<file path="config.mk">
export PLATFORM = sky130hd
export DESIGN_NAME = mandel_iter_ctrl
export DESIGN_NICKNAME = d
export VERILOG_FILES = /design/src/rtl/mandel_iter_ctrl.sv
export SDC_FILE = /design/constraint.sdc
export NUM_CORES = 1
export LEC_CHECK = 0
export BUFFER_PORTS_ARGS = -buffer_cell sky130_fd_sc_hd__buf_2
export CAP_MARGIN = 30
export CORE_ASPECT_RATIO = 2
export CORE_MARGIN = 1.5
export CORE_UTILIZATION = 35
export CTS_BUF_LIST = sky130_fd_sc_hd__clkbuf_2
export CTS_CLUSTER_SIZE = 10
export DETAILED_ROUTE_END_ITERATION = 8
export HOLD_SLACK_MARGIN = 0.08
export SYNTH_ARGS = -nofsm -noshare
export SYNTH_HDL_FRONTEND = slang
export SYNTH_SLANG_ARGS = --single-unit
</file>
<file path="constraint.sdc">
create_clock -name clk -period 4.06 [get_ports clk]
set_clock_uncertainty 0.2 [all_clocks]
set_input_delay 0.203 -clock clk [delete_from_list [all_inputs] [get_ports clk]]
set_output_delay 0.203 -clock clk [all_outputs]
set_load 0.05 [all_outputs]
</file>
<file path="src/rtl/mandel_iter_ctrl.sv">
// mandel_iter_ctrl
//   Sequencer for one Mandelbrot iteration engine. It takes one pixel job
//   (c, id, max_iter) at a time, pulses the datapath init, then walks the
//   per-stage register enables one-hot once per iteration. After each
//   iteration it samples the escape flag, and it retires
//   (id, iteration count, escaped) on a valid/ready result port.
//
// Optional build macro: MANDEL_PAUSE_EN adds the 'pause' input. While pause
//   is high, INIT/STEP/EVAL progress freezes and dp_init/stage_en are
//   suppressed. The IDLE and DONE handshakes still complete.
//
// Ports
//   clk, reset           clock, synchronous active-high reset
//   pause                (MANDEL_PAUSE_EN only) freeze sequencing
//   job_*                job input handshake and payload
//   dp_c_re, dp_c_im     held c to datapath
//   dp_init              one-cycle datapath z=0 load
//   stage_en             one-hot stage register enables
//   dp_escape            |z|^2>4 from datapath, sampled in EVAL
//   res_*                result handshake and payload
//   busy                 controller not idle
//
// state | meaning
// IDLE  | waiting for a job, job_ready=1
// INIT  | dp_init pulse, datapath loads z=0
// STEP  | one stage enable per cycle, stage_idx 0..PIPE_STAGES-1
// EVAL  | sample dp_escape, count the iteration, decide
// DONE  | result offered until res_ready

module mandel_iter_ctrl #(
  parameter int ENGINE_DATA_WIDTH = 25,
  parameter int PIPE_STAGES       = 3,
  parameter int ITER_WIDTH        = 16,
  parameter int ID_WIDTH          = 20
) (
  input  logic                         clk,
  input  logic                         reset,
`ifdef MANDEL_PAUSE_EN
  input  logic                         pause,
`endif
  input  logic                         job_valid,
  output logic                         job_ready,
  input  logic [ENGINE_DATA_WIDTH-1:0] job_cr,
  input  logic [ENGINE_DATA_WIDTH-1:0] job_ci,
  input  logic [ID_WIDTH-1:0]          job_id,
  input  logic [ITER_WIDTH-1:0]        job_max_iter,
  output logic [ENGINE_DATA_WIDTH-1:0] dp_c_re,
  output logic [ENGINE_DATA_WIDTH-1:0] dp_c_im,
  output logic                         dp_init,
  output logic [PIPE_STAGES-1:0]       stage_en,
  input  logic                         dp_escape,
  output logic                         res_valid,
  input  logic                         res_ready,
  output logic [ID_WIDTH-1:0]          res_id,
  output logic [ITER_WIDTH-1:0]        res_iter,
  output logic                         res_escaped,
  output logic                         busy
);

  localparam int SW = $clog2(PIPE_STAGES);

  typedef enum logic [2:0] {IDLE, INIT, STEP, EVAL, DONE} state_t;

  state_t                       state, state_d;
  logic [SW-1:0]                stage_idx, stage_idx_d;
  logic [ITER_WIDTH-1:0]        iter, iter_d, iter_next;
  logic [ITER_WIDTH-1:0]        max_iter, max_iter_d;
  logic [ENGINE_DATA_WIDTH-1:0] c_re_d, c_im_d;
  logic [ID_WIDTH-1:0]          res_id_d;
  logic [ITER_WIDTH-1:0]        res_iter_d;
  logic                         res_escaped_d;
  logic                         hold;

`ifdef MANDEL_PAUSE_EN
  assign hold = pause;
`else
  assign hold = 1'b0;
`endif

  assign iter_next = iter + ITER_WIDTH'(1);

  always_ff @(posedge clk) begin
    if (reset) begin
      state       <= IDLE;
      stage_idx   <= '0;
      iter        <= '0;
      max_iter    <= '0;
      dp_c_re     <= '0;
      dp_c_im     <= '0;
      res_id      <= '0;
      res_iter    <= '0;
      res_escaped <= 1'b0;
    end else begin
      state       <= state_d;
      stage_idx   <= stage_idx_d;
      iter        <= iter_d;
      max_iter    <= max_iter_d;
      dp_c_re     <= c_re_d;
      dp_c_im     <= c_im_d;
      res_id      <= res_id_d;
      res_iter    <= res_iter_d;
      res_escaped <= res_escaped_d;
    end
  end

  always_comb begin
    state_d       = state;
    stage_idx_d   = stage_idx;
    iter_d        = iter;
    max_iter_d    = max_iter;
    c_re_d        = dp_c_re;
    c_im_d        = dp_c_im;
    res_id_d      = res_id;
    res_iter_d    = res_iter;
    res_escaped_d = res_escaped;
    unique case (state)
      IDLE: begin
        if (job_valid) begin
          c_re_d     = job_cr;
          c_im_d     = job_ci;
          res_id_d   = job_id;
          max_iter_d = job_max_iter;
          iter_d     = '0;
          if (job_max_iter == '0) begin
            // A zero-iteration job retires immediately without touching the datapath.
            res_iter_d    = '0;
            res_escaped_d = 1'b0;
            state_d       = DONE;
          end else begin
            state_d = INIT;
          end
        end
      end
      INIT: begin
        if (!hold) begin
          stage_idx_d = '0;
          state_d     = STEP;
        end
      end
      STEP: begin
        if (!hold) begin
          if (stage_idx == SW'(PIPE_STAGES - 1)) state_d = EVAL;
          else stage_idx_d = stage_idx + SW'(1);
        end
      end
      EVAL: begin
        if (!hold) begin
          // Escape wins over the limit when both land on the same iteration.
          if (dp_escape) begin
            res_iter_d    = iter_next;
            res_escaped_d = 1'b1;
            state_d       = DONE;
          end else if (iter_next == max_iter) begin
            res_iter_d    = max_iter;
            res_escaped_d = 1'b0;
            state_d       = DONE;
          end else begin
            iter_d      = iter_next;
            stage_idx_d = '0;
            state_d     = STEP;
          end
        end
      end
      DONE: begin
        if (res_ready) state_d = IDLE;
      end
      default: state_d = IDLE;
    endcase
  end

  // The strobes are decoded from the registered state. A paused cycle
  // suppresses them without advancing, so the pulse is deferred, not lost.
  assign job_ready = (state == IDLE) && !reset;
  assign res_valid = (state == DONE);
  assign busy      = (state != IDLE);
  assign dp_init   = (state == INIT) && !hold;
  assign stage_en  = (state == STEP && !hold) ? (PIPE_STAGES'(1) << stage_idx) : '0;

endmodule

</file>
==> flow_summary.html <==
<table>
<tr><th>Metric</th><th>Value</th></tr>
<tr><th colspan="2">STA</th></tr>
<tr><td>Sum of negative setup slack</td><td>0 ns</td></tr>
<tr><td>Final hold vios</td><td>0</td></tr>
<tr><td>Clock period minus final worst setup slack</td><td>3.75 ns</td></tr>
<tr><td>Slew at the pin closest to its max-slew limit</td><td>0.985 ns</td></tr>
<tr><td>Number of max-slew violations in the final report</td><td>0</td></tr>
<tr><td>RSZ-0062 raised after global routing</td><td>no</td></tr>
<tr><td>Worst slew margin</td><td>0.343</td></tr>
<tr><td>Number of setup violations in the final report</td><td>0</td></tr>
<tr><td>Portion of the clock cycle consumed by the worst path in the final layout</td><td>0.925</td></tr>
<tr><td>Maximum clock frequency</td><td>266 MHz</td></tr>
<tr><th colspan="2">Global route</th></tr>
<tr><td>Initial antenna violation count</td><td>1</td></tr>
<tr><td>GRT Total Usage</td><td>0.244</td></tr>
<tr><td>Remaining global-route overflow</td><td>0</td></tr>
<tr><td>Vias in the first global route</td><td>6624</td></tr>
<tr><td>Pin count of the biggest net entering global routing</td><td>92</td></tr>
<tr><td>Wire length of the first global-routing pass</td><td>32.6 mm</td></tr>
<tr><th colspan="2">Min path</th></tr>
<tr><td>Hold path startpoint</td><td>reset</td></tr>
<tr><td>Worst Hold Endpoint</td><td>state[1]</td></tr>
<tr><td>Worst min path class</td><td>input pin to flip-flop</td></tr>
<tr><td>Worst Hold Path Cells</td><td>4</td></tr>
<tr><th colspan="2">Synthesis</th></tr>
<tr><td>Share of the synthesized area in compound gates (AO/OA/AOI/OAI)</td><td>0.180</td></tr>
<tr><td>Average footprint of a synthesized cell</td><td>8.05 sq um</td></tr>
<tr><td>Cell area after synthesis</td><td>5680 sq um</td></tr>
<tr><td>Post-Synthesis Net Count</td><td>800</td></tr>
<tr><td>Number of unique standard cell types used by synthesis</td><td>66</td></tr>
<tr><td>Synth Area in Adders</td><td>0.00882</td></tr>
<tr><td>Commonest register cell after synthesis</td><td>sky130_fd_sc_hd__dfxtp_1</td></tr>
<tr><td>Proportion of synthesized area in mux cells</td><td>0.0320</td></tr>
<tr><td>Register bit total from synthesis</td><td>124</td></tr>
<tr><td>Synthesis Warnings</td><td>0</td></tr>
<tr><td>Share of synthesized cell area in and, or, nand and nor gates</td><td>0.254</td></tr>
<tr><td>Cells after Synth</td><td>705</td></tr>
<tr><td>Synth Area in XOR/XNOR</td><td>0.0395</td></tr>
<tr><td>Sequential-to-total area share from yosys stat</td><td>0.437</td></tr>
<tr><td>Post-synth EDFFs</td><td>0</td></tr>
<tr><td>Main combinational cell family by area after synthesis</td><td>simple AND/OR/NAND/NOR gates</td></tr>
<tr><td>Async set or reset register ratio after synthesis</td><td>0</td></tr>
<tr><th colspan="2">Setup path</th></tr>
<tr><td>Startpoint of the most critical register-to-register path</td><td>iter[1]</td></tr>
<tr><td>End of the worst register-to-register path</td><td>state[2]</td></tr>
<tr><td>Worst r2r path cells</td><td>10</td></tr>
<tr><td>Classification of the worst setup path</td><td>flip-flop to flip-flop</td></tr>
<tr><td>Startpoint kind of the worst setup timing path</td><td>flip-flop</td></tr>
<tr><td>Setup slack on the worst flop-to-flop path</td><td>0.31 ns</td></tr>
<tr><td>Arrival time of the worst setup path</td><td>4.19 ns</td></tr>
<tr><td>Required time at the endpoint of the critical path</td><td>4.50 ns</td></tr>
<tr><td>Max Fanout on Critical Path</td><td>17</td></tr>
<tr><td>Kind of capture point of the worst setup path</td><td>flip-flop</td></tr>
<tr><th colspan="2">Power and ir drop</th></tr>
<tr><td>Static power due to leakage</td><td>4.04 nW</td></tr>
<tr><td>Total power divided by cell area</td><td>319 nW/um^2</td></tr>
<tr><td>Switching pwr</td><td>0.919 mW</td></tr>
<tr><td>Max VDD drop</td><td>0.328 mV</td></tr>
<tr><td>Proportion of power drawn by flip-flops and latches</td><td>0.458</td></tr>
<tr><td>Clk pwr share</td><td>0.300</td></tr>
<tr><td>Int Pwr</td><td>1.97 mW</td></tr>
<tr><td>Proportion of total power due to net switching</td><td>0.318</td></tr>
<tr><td>Power consumption</td><td>2.89 mW</td></tr>
<tr><td>Power share of the combinational group</td><td>0.241</td></tr>
<tr><th colspan="2">Clocking</th></tr>
<tr><td>Clock tree sinks</td><td>124</td></tr>
<tr><td>Insertion delay of the later-clocked pin in the worst-skew pair</td><td>0.68 ns</td></tr>
<tr><td>Postcts setup bufs</td><td>0</td></tr>
<tr><td>Register clock-pin slew on the reported worst setup and hold paths</td><td>0.18 ns</td></tr>
<tr><td>Number of buffers added by the clock tree synthesis step</td><td>17</td></tr>
<tr><td>Maximum level of the CTS H-tree</td><td>4</td></tr>
<tr><td>Buffer depth of the longest clock path</td><td>2</td></tr>
<tr><td>Clock tree from TritonCTS</td><td>done</td></tr>
<tr><td>Root Buffer Master</td><td>sky130_fd_sc_hd__clkbuf_2</td></tr>
<tr><th colspan="2">Place</th></tr>
<tr><td>Dpl hpwl</td><td>12.3 mm</td></tr>
<tr><td>Port buffer count</td><td>184</td></tr>
<tr><td>Routability cong.</td><td>0.836</td></tr>
<tr><th colspan="2">Finish</th></tr>
<tr><td>Ratio of cells with drive above 1 in the final layout</td><td>0.227</td></tr>
<tr><td>Count of fill cells added during filler insertion</td><td>1412</td></tr>
<tr><td>Post-layout net count</td><td>1167</td></tr>
<tr><td>Synthesis-to-finish area growth</td><td>59.5%</td></tr>
<tr><th colspan="2">Die</th></tr>
<tr><td>Starting density of the core</td><td>0.358</td></tr>
<tr><td>Number of placement rows</td><td>65</td></tr>
<tr><td>Height of the die</td><td>183 um</td></tr>
<tr><td>Chip Width</td><td>93.1 um</td></tr>
<tr><td>Boundary Pins</td><td>185</td></tr>
<tr><td>Area of the core</td><td>15900 sq um</td></tr>
<tr><td>Die area</td><td>17000 sq um</td></tr>
<tr><th colspan="2">Drt</th></tr>
<tr><td>Via count</td><td>6388</td></tr>
<tr><td>Detailed-route wire length per cell</td><td>15.7 um</td></tr>
<tr><td>Total iterations of the first detailed-routing run</td><td>4</td></tr>
<tr><td>Wire length reported by the detailed router</td><td>20.2 mm</td></tr>
<tr><td>Via/cell ratio</td><td>4.96</td></tr>
<tr><td>Number of design rule violations left after detail routing</td><td>0</td></tr>
<tr><td>Iter 0 DRT Violations</td><td>274</td></tr>
<tr><td>Antenna Violating Nets Remaining</td><td>0</td></tr>
<tr><th colspan="2">Job</th></tr>
<tr><td>Max Cap Violations</td><td>0</td></tr>
<tr><th colspan="2">Status</th></tr>
<tr><td>Result of the run</td><td>finished clean</td></tr>
</table>
-- Yosys cell counts (7+ instances only) --
cell type / instances / area (sq um)
sky130_fd_sc_hd__a21oi_1: 94 / 470
sky130_fd_sc_hd__buf_2: 10 / 50.1
sky130_fd_sc_hd__clkbuf_1: 40 / 150
sky130_fd_sc_hd__dfxtp_1: 124 / 2480
sky130_fd_sc_hd__inv_1: 12 / 45.0
sky130_fd_sc_hd__mux2i_1: 17 / 170
sky130_fd_sc_hd__nand2_1: 218 / 818
sky130_fd_sc_hd__nand3_1: 8 / 40.0
sky130_fd_sc_hd__nor2_1: 17 / 63.8
sky130_fd_sc_hd__nor3_1: 12 / 60.1
sky130_fd_sc_hd__nor4_1: 9 / 56.3
sky130_fd_sc_hd__o211ai_1: 19 / 143
sky130_fd_sc_hd__o21a_1: 10 / 75.1
sky130_fd_sc_hd__o21ai_0: 7 / 35.0
sky130_fd_sc_hd__or3_1: 8 / 50.1
sky130_fd_sc_hd__xnor2_1: 10 / 87.6
sky130_fd_sc_hd__xor2_1: 13 / 114
-- per-stage QoR --
stage               setup WS (ns)  hold WS, ns  instance area, sq um  cells   util
floorplan                    1.04        0.139                  5680    705      -
global placement            0.711        0.238                  6670   1043  0.421
detailed placement          0.638        0.243                  6680   1044  0.421
CTS                         0.195        0.119                  9040   1286  0.570
global route               0.0316        0.155                  9050   1287  0.571
finish                      0.307        0.191                  9050   1287  0.571
-- layer usage --
| layer | global-route usage | part of all wire |
|---|---|---|
| met5 | 0 | 0 |
| met4 | 0.166 | 0.066 |
| met3 | 0.0609 | 0.055 |
| met2 | 0.447 | 0.53 |
| met1 | 0.231 | 0.34 |
-- how the worst max path moves through the flow --
stage / slack [ns] / endpoint / startpoint / cells after the start
after floorplan: 1.04 / res_escaped / iter[0] / 9
after global placement: 0.71 / res_escaped / iter[0] / 9
after detailed placement: 0.64 / res_escaped / iter[0] / 9
after CTS: 0.19 / state[2] / iter[0] / 10
after global routing: 0.03 / state[2] / iter[1] / 10
final: 0.31 / state[2] / iter[1] / 10
-- state kept, by name (all words and copies together) (netlist names) --
| name | flops |
|---|---|
| dp_c_re | 25 |
| iter | 16 |
| res_escaped | 1 |
| stage_idx | 2 |
| state | 3 |
| dp_c_im | 25 |
| res_iter | 16 |
| max_iter | 16 |
| res_id | 20 |
-- placed cells by master (no fill, tap or decap), types with 5 or more instances in the layout --
cell / synthesis / final
sky130_fd_sc_hd__nand2_1: 218 / 217
sky130_fd_sc_hd__dlygate4sd3_1: 0 / 210
sky130_fd_sc_hd__buf_2: 10 / 183
sky130_fd_sc_hd__dfxtp_1: 124 / 123
sky130_fd_sc_hd__a21oi_1: 94 / 94
sky130_fd_sc_hd__clkbuf_2: 0 / 23
sky130_fd_sc_hd__o211ai_1: 19 / 19
sky130_fd_sc_hd__nor2_1: 17 / 17
sky130_fd_sc_hd__mux2i_1: 17 / 17
sky130_fd_sc_hd__xor2_1: 13 / 13
sky130_fd_sc_hd__inv_1: 12 / 12
sky130_fd_sc_hd__nor3_1: 12 / 12
sky130_fd_sc_hd__xnor2_1: 10 / 10
sky130_fd_sc_hd__o21a_1: 10 / 10
sky130_fd_sc_hd__nor4_1: 9 / 9
sky130_fd_sc_hd__or3_1: 8 / 8
sky130_fd_sc_hd__nand3_1: 8 / 8
sky130_fd_sc_hd__buf_4: 0 / 8
sky130_fd_sc_hd__o21ai_0: 7 / 7
sky130_fd_sc_hd__and2_1: 6 / 5
-- cells by family after synthesis --
logic type / count (synthesis)
fa+ha+maj: 4
buf+inv: 66
mux: 18
xor+xnor: 24
simple gates: 308
flops: 124
compound gates: 161
-- final cells by class --
class | count | area, sq um | share of cell area
inverter | 13 | 48.8 | 0.00539
timing repair buffer | 401 | 3080 | 0.340
sequential | 124 | 2480 | 0.274
multi-input combinational | 515 | 2930 | 0.324
tap | 201 | 251 | 0.0278
clock buffer | 23 | 115 | 0.0127
antenna | 1 | 2.50 | 0.000276
clock inverter | 9 | 144 | 0.0159
-- critical path, cell delays in order (launching register included) --
cell and delay [ns]:
sky130_fd_sc_hd__dfxtp_1 0.47, sky130_fd_sc_hd__ha_1 0.31, sky130_fd_sc_hd__nand3_4 0.22, sky130_fd_sc_hd__nor4_4 0.37, sky130_fd_sc_hd__xor2_1 0.16, sky130_fd_sc_hd__a2111oi_2 0.41
sky130_fd_sc_hd__o2111ai_2 0.30, sky130_fd_sc_hd__o21ai_4 0.27, sky130_fd_sc_hd__a21oi_4 0.20, sky130_fd_sc_hd__a21oi_1 0.21, sky130_fd_sc_hd__dlygate4sd3_1 0.57
-- timing repair --
action	CTS	global route
gates resized for setup	0	2
endpoints found under the setup margin	0	1
hold buffers	210	0
endpoints found under the hold margin	122	0
-- power by group through the flow --
stage                     Clock (mW)  Sequential, mW  Combinational, mW
after floorplan                    0            1.50              0.205
after global placement             0            1.34              0.516
after detailed placement           0            1.35              0.520
after CTS                      0.891            1.32              0.680
after global routing           0.933            1.33              0.743
final                          0.868            1.32              0.697
(Power assumes the default switching activity.)
